==> config.mk <==
export PLATFORM = sky130hd
export DESIGN_NAME = rs_alu
export DESIGN_NICKNAME = d
export VERILOG_FILES = /design/src/rtl/rs_alu.sv
export SDC_FILE = /design/constraint.sdc
export NUM_CORES = 2
export LEC_CHECK = 0
export CAP_MARGIN = 25
export CORE_UTILIZATION = 33
export DETAILED_ROUTE_END_ITERATION = 8
export PLACE_DENSITY = 0.46
export SYNTH_ARGS = -nofsm -noshare
export SYNTH_HDL_FRONTEND = slang
export SYNTH_SLANG_ARGS = --single-unit
==> constraint.sdc <==
create_clock -name clk_in -period 41.1 [get_ports clk_in]
set_input_delay 4.11 -clock clk_in [delete_from_list [all_inputs] [get_ports clk_in]]
set_output_delay 4.11 -clock clk_in [all_outputs]
set_load 0.01 [all_outputs]
==> src/rtl/rs_alu.sv <==
// rs_alu: reservation station feeding the combinational integer ALU.
//
// Holds issued integer/branch/JALR ops until both source operands are
// available. Operands are woken by snooping two CDB broadcast ports. Each
// cycle the lowest-index ready entry is sent to the ALU as a registered
// packet.
//
// Ports:
//   clk_in, rst_in            clock, synchronous active-high reset
//   rdy_in                    global ready; low pauses all state changes
//   clear                     mispredict flush; empties every entry
//   issue_*                   new op from the issue unit
//   rs_full                   every entry busy (combinational)
//   cdb0_*, cdb1_*            broadcast ports (ALU, load/store)
//   alu_flag/opcode/val1/val2/rob   registered dispatch packet to the ALU
module rs_alu #(
    parameter int RS_SIZE = 16,
    parameter int RB_W    = 4
) (
    input  logic            clk_in,
    input  logic            rst_in,
    input  logic            rdy_in,
    input  logic            clear,
    input  logic            issue_valid,
    input  logic [5:0]      issue_opcode,
    input  logic [31:0]     issue_vj,
    input  logic            issue_qj_wait,
    input  logic [RB_W-1:0] issue_qj,
    input  logic [31:0]     issue_vk,
    input  logic            issue_qk_wait,
    input  logic [RB_W-1:0] issue_qk,
    input  logic [RB_W-1:0] issue_rob,
    output logic            rs_full,
    input  logic            cdb0_valid,
    input  logic [RB_W-1:0] cdb0_rob,
    input  logic [31:0]     cdb0_val,
    input  logic            cdb1_valid,
    input  logic [RB_W-1:0] cdb1_rob,
    input  logic [31:0]     cdb1_val,
    output logic            alu_flag,
    output logic [5:0]      alu_opcode,
    output logic [31:0]     alu_val1,
    output logic [31:0]     alu_val2,
    output logic [RB_W-1:0] alu_rob
);

    localparam int IDX_W = (RS_SIZE > 1) ? $clog2(RS_SIZE) : 1;

    // Entry storage
    logic [RS_SIZE-1:0] busy_reg, busy_next;
    logic [RS_SIZE-1:0] qj_wait_reg, qj_wait_next;
    logic [RS_SIZE-1:0] qk_wait_reg, qk_wait_next;
    logic [5:0]         opcode_reg [RS_SIZE];
    logic [RB_W-1:0]    rob_reg    [RS_SIZE];
    logic [RB_W-1:0]    qj_reg     [RS_SIZE];
    logic [RB_W-1:0]    qk_reg     [RS_SIZE];
    logic [31:0]        vj_reg     [RS_SIZE];
    logic [31:0]        vk_reg     [RS_SIZE];
    logic [31:0]        vj_next    [RS_SIZE];
    logic [31:0]        vk_next    [RS_SIZE];

    // Per-entry wakeup and readiness
    logic [RS_SIZE-1:0] hit_j, hit_k, ready;
    logic [31:0]        wake_vj [RS_SIZE];
    logic [31:0]        wake_vk [RS_SIZE];

    genvar gi;
    generate
        for (gi = 0; gi < RS_SIZE; gi++) begin : g_entry
            logic j0, j1, k0, k1;
            assign j0 = cdb0_valid && (cdb0_rob == qj_reg[gi]);
            assign j1 = cdb1_valid && (cdb1_rob == qj_reg[gi]);
            assign k0 = cdb0_valid && (cdb0_rob == qk_reg[gi]);
            assign k1 = cdb1_valid && (cdb1_rob == qk_reg[gi]);
            assign hit_j[gi]   = j0 || j1;
            assign hit_k[gi]   = k0 || k1;
            // cdb0 takes precedence if both ports carry the same tag
            assign wake_vj[gi] = j0 ? cdb0_val : cdb1_val;
            assign wake_vk[gi] = k0 ? cdb0_val : cdb1_val;
            // Readiness uses only registered state: a wakeup this cycle
            // becomes visible to the next select.
            assign ready[gi]   = busy_reg[gi] && !qj_wait_reg[gi] && !qk_wait_reg[gi];
        end
    endgenerate

    assign rs_full = &busy_reg;

    // Same-cycle forwarding for the op being issued
    logic        fwd_j0, fwd_j1, fwd_k0, fwd_k1;
    assign fwd_j0 = cdb0_valid && (cdb0_rob == issue_qj);
    assign fwd_j1 = cdb1_valid && (cdb1_rob == issue_qj);
    assign fwd_k0 = cdb0_valid && (cdb0_rob == issue_qk);
    assign fwd_k1 = cdb1_valid && (cdb1_rob == issue_qk);

    // Lowest-index free entry and lowest-index ready entry
    logic [IDX_W-1:0] free_idx, sel_idx;
    logic             sel_valid, issue_ok;

    always_comb begin
        free_idx  = '0;
        sel_idx   = '0;
        sel_valid = 1'b0;
        for (int i = RS_SIZE - 1; i >= 0; i--) begin
            if (!busy_reg[i]) free_idx = IDX_W'(i);
            if (ready[i]) begin
                sel_idx   = IDX_W'(i);
                sel_valid = 1'b1;
            end
        end
    end

    assign issue_ok = issue_valid && !rs_full;

    always_comb begin
        busy_next    = busy_reg;
        qj_wait_next = qj_wait_reg;
        qk_wait_next = qk_wait_reg;
        for (int i = 0; i < RS_SIZE; i++) begin
            vj_next[i] = vj_reg[i];
            vk_next[i] = vk_reg[i];
            if (busy_reg[i] && qj_wait_reg[i] && hit_j[i]) begin
                vj_next[i]      = wake_vj[i];
                qj_wait_next[i] = 1'b0;
            end
            if (busy_reg[i] && qk_wait_reg[i] && hit_k[i]) begin
                vk_next[i]      = wake_vk[i];
                qk_wait_next[i] = 1'b0;
            end
        end
        if (sel_valid) busy_next[sel_idx] = 1'b0;
        // The free entry is never the selected one (selected is busy)
        if (issue_ok) begin
            busy_next[free_idx] = 1'b1;
            if (issue_qj_wait && (fwd_j0 || fwd_j1)) begin
                vj_next[free_idx]      = fwd_j0 ? cdb0_val : cdb1_val;
                qj_wait_next[free_idx] = 1'b0;
            end else begin
                vj_next[free_idx]      = issue_vj;
                qj_wait_next[free_idx] = issue_qj_wait;
            end
            if (issue_qk_wait && (fwd_k0 || fwd_k1)) begin
                vk_next[free_idx]      = fwd_k0 ? cdb0_val : cdb1_val;
                qk_wait_next[free_idx] = 1'b0;
            end else begin
                vk_next[free_idx]      = issue_vk;
                qk_wait_next[free_idx] = issue_qk_wait;
            end
        end
    end

    always_ff @(posedge clk_in) begin
        if (rst_in) begin
            busy_reg   <= '0;
            alu_flag   <= 1'b0;
            alu_opcode <= '0;
            alu_val1   <= '0;
            alu_val2   <= '0;
            alu_rob    <= '0;
        end else if (!rdy_in) begin
            alu_flag <= 1'b0;
        end else if (clear) begin
            busy_reg <= '0;
            alu_flag <= 1'b0;
        end else begin
            busy_reg    <= busy_next;
            qj_wait_reg <= qj_wait_next;
            qk_wait_reg <= qk_wait_next;
            for (int i = 0; i < RS_SIZE; i++) begin
                vj_reg[i] <= vj_next[i];
                vk_reg[i] <= vk_next[i];
            end
            if (issue_ok) begin
                opcode_reg[free_idx] <= issue_opcode;
                rob_reg[free_idx]    <= issue_rob;
                qj_reg[free_idx]     <= issue_qj;
                qk_reg[free_idx]     <= issue_qk;
            end
            alu_flag <= sel_valid;
            if (sel_valid) begin
                alu_opcode <= opcode_reg[sel_idx];
                alu_val1   <= vj_reg[sel_idx];
                alu_val2   <= vk_reg[sel_idx];
                alu_rob    <= rob_reg[sel_idx];
            end
        end
    end

endmodule

==> results.cfg <==
[status]
result_of_the_run = finished clean

[die]
placeableCoreArea_mm2 = 0.274
horizontal_extent_of_the_die_um = 527
die_height_um = 527
die_area_mm2 = 0.277
core_rows = 192
top_level_ports = 239
effective_utilization_at_floorplan_pct = 33.2

[setup_path]
critical_path.n_buffers_inverters = 5
critical_path_cell_by_cell = clkdlybuf4s50_1, nor2b_1, nand2b_2, buf_4, inv_8, buf_4, buf_12
worstPathRequired_ns = 41.57
start_kind = primary input
critPathCaptureType = register
crit_path_max_fanout = 158
wp_data_arrival_ns = 8.41
cpMostUsedCell = buf_4
critPathTopFamily = buffers and inverters
critPathMaxStageDelay_ns = 0.97
critPathKind = in2reg
crit_path_top_delay_cell = buf_4

[synth]
synth.lib_cells_used.distinct = 71
yosys.area_share.xor_xnor_pct = 2.62
synth_edf_count = 1344
yosys_warnings = 0
post_synth_inst_count = 9221
sequential_share_of_the_synthesized_area_pct = 46.4
synth.mux.area_fraction_pct = 20.6
synth_compound_gate_area_share_pct = 16.4
ys_seq_elements = 1435
yosys.area_share.adder_pct = 0
synth_async_reset_ratio_pct = 0
post_synth_instance_area_mm2 = 0.0908
synth_top_family_by_area = multiplexers
post_synth.cell_area_avg_um2 = 9.85
yosys_most_used_dff = edfxtp_1
synth_simple_gate_area_share_pct = 9.00
synth_fp_nets = 9384

[drt]
vias_per_cell = 6.24
post_drt_wl_per_cell_um = 35.4
routed_wl_um = 448000
drc = 0
drt_pre_antenna_iters = 8
drt_first_iter_violations = 11224
route.antenna.remaining_nets = 0
route.vias.total = 78990

[timing]
worst_slew_margin_rel_pct = 15.3
timing.fmax_mhz = 126
final-max-slew-violation-count = 0
timing_worst_slew_pin_value_ns = 1.26
fin_worst_skew_ns = 0.0846
hold_viol_final = 0
final-setup-viol-count = 0
timing.final.crit_share_pct = 19.3
postLayoutSetupSlackWorst_ns = 33.15
total_negative_slack_ns = 0
setup_repair_after_global_routing_missed_its_margin = false
final.min_clock_period_ns = 7.95

[clock_tree]
clk-insertion-delay-late_ns = 0.91
cts_root_buffer = clkbuf_16
tritoncts = yes
cts_made_buffers = 180
ctsLongestPathBuffers = 4
clkSinkCount = 1435
cts_hold_buffers = 0
cts_setup_buffers = 0
cts_repair_resize_count = 0
cts_max_level = 4
clk_pin_slew_worst_paths_ns = 0.06

[pwr]
leakage_uw = 0.0366
comb_power_share_pct = 8.3
max-vdd-ir-drop_mv = 0.0338
internal_power_uw = 2610
share_of_total_power_in_the_clock_network_pct = 45.0
power_switching_share_pct = 25.6
pwr_density_cell_mw_per_mm2 = 34.3
power_switching_uw = 902
seq_power_share_pct = 46.6

[global_route]
grt_usage_pct = 31.0
antenna_found_initial = 24
grt_pass1_wl_um = 610000
maximum_number_of_pins_on_one_net_before_global_route_repair = 161
first_global_vias = 74249
grt-ovfl-total = 0

[placed_design]
place_ws_ns = 32.30
detailedPlacementHpwl_um = 244000
port_buffer_count = 238
placed_cells = 12317
routabilityCongestion = 0.837

[final_layout]
finalNetCount = 9081
post_route_cells_drive_above_1_share_pct = 8.76
finish.cell_count_without_fillers = 12656
layout-area-overhead-vs-synth_pct = 12.8
fillerInstances = 27148

[min_path]
hp-class = reg2reg

[job]
maxCapViolations = 0
==> per-stage QoR <==
step / cell area (um2) / total power [uW] / utilization [%] / hold slack (ns)
2_1_floorplan: 90800 / 1860 / - / 0.499
3_3_place_gp: 96500 / 1950 / 35.3 / 0.499
3_5_place_dp: 96800 / 1950 / 35.4 / 0.500
4_1_cts: 102000 / 3520 / 37.4 / 0.508
5_1_grt: 102000 / 3590 / 37.4 / 0.537
6_report: 102000 / 3520 / 37.5 / 0.503
==> cell usage in the layout (no fill, tap or decap), drive strengths merged, types with 8 or more instances in the layout <==
cell	count
buf	379
a211o	15
o21bai	23
a311oi	44
a221o	57
o31a	8
nor3	33
xnor2	68
diode	11
mux2	48
a32oi	16
o211ai	284
o31ai	15
o22a	8
a22oi	33
nor4	69
edfxtp	1344
a211oi	27
clkbuf	266
a31oi	114
a221oi	46
a21oi	576
nand3	50
mux2i	1814
clkdlybuf4s50	229
nor3b	12
dfxtp	91
o21ai	1143
nor2	672
and3	11
bufinv	8
o22ai	55
a22o	26
inv	14
xor2	204
clkinv	44
nand2	1135
==> area by class of cell <==
cell class              instances  area [um2]  share of cell area [%]
clock buffers                 265        5060                    4.93
inverters                      12        52.6                  0.0513
multi-input cells            6680       44800                    43.7
diodes                         11        27.5                  0.0269
clock inverters                55         488                   0.476
well taps                    3589        4490                    4.38
repair buffers                609        5370                    5.24
flip-flops and latches       1435       42200                    41.2
==> per-layer routing <==
metal | track usage (%) | up-vias | part of all wire (%) | routed length, um
li1 | - | 33328 | - | -
met1 | 42.3 | 39922 | 42 | 188000
met5 | 0 | - | 0.020 | 89
met3 | 6.48 | 889 | 10 | 45000
met2 | 47.2 | 4837 | 43 | 194000
met4 | 13.5 | 14 | 4.8 | 21600
==> final timing paths <==
kind         slack (ns)          from  cells past startpoint             end
max reg2reg       35.71  busy_reg[14]                     11    alu_val1[15]
min                0.50   alu_val1[8]                      2     alu_val1[8]
min reg2reg        0.50   alu_val1[8]                      2     alu_val1[8]
max               33.15        rdy_in                      7  vk_reg[13][14]
==> synthesized netlist by cell type (all sizes together) (6+ instances only) <==
library cell | number | area (um2)
mux2i | 1814 | 18200
edfxtp | 1344 | 40400
o21ai | 1143 | 5720
nand2 | 1135 | 4260
clkbuf | 701 | 2630
nor2 | 672 | 2520
a21oi | 576 | 2890
buf | 393 | 1860
o211ai | 284 | 2130
xor2 | 204 | 1790
a31oi | 114 | 713
dfxtp | 91 | 1820
nor4 | 69 | 488
xnor2 | 68 | 596
a221o | 57 | 571
o22ai | 55 | 344
nand3 | 50 | 250
mux2 | 48 | 541
a221oi | 46 | 403
a311oi | 44 | 392
a22oi | 33 | 248
nor3 | 33 | 204
a211oi | 27 | 203
a22o | 26 | 228
o21bai | 23 | 173
a32oi | 16 | 140
a211o | 15 | 131
o31ai | 15 | 118
inv | 12 | 45.0
nor3b | 12 | 90.1
and3 | 11 | 68.8
o22a | 8 | 70.1
o31a | 8 | 70.1
a222oi | 7 | 70.1
nand4 | 7 | 43.8
or3b | 7 | 61.3
nand2b | 6 | 37.5
==> cells by family (layout without fill, tap and decap cells) <==
logic type             Yosys count  in the layout
AO/OA/AOI/OAI                 2523           2523
XOR/XNOR                       272            272
buffers and inverters         1106            941
flip-flops                    1435           1435
multiplexers                  1862           1862
other                            0             11
AND/OR/NAND/NOR               2023           2023
==> worst min-delay path, cell delays in order, from the launching register on <==
cell and delay, ns:
dfxtp_1 0.31, nor2_1 0.09, a311oi_1 0.05
==> power by group through the flow <==
stage          Combinational, uW  Sequential, uW  Clock [uW]
2_1_floorplan                165            1700           0
3_3_place_gp                 278            1670           0
3_5_place_dp                 285            1670           0
4_1_cts                      286            1640        1600
5_1_grt                      306            1640        1640
6_report                     292            1640        1580
(Power assumes the default switching activity.)
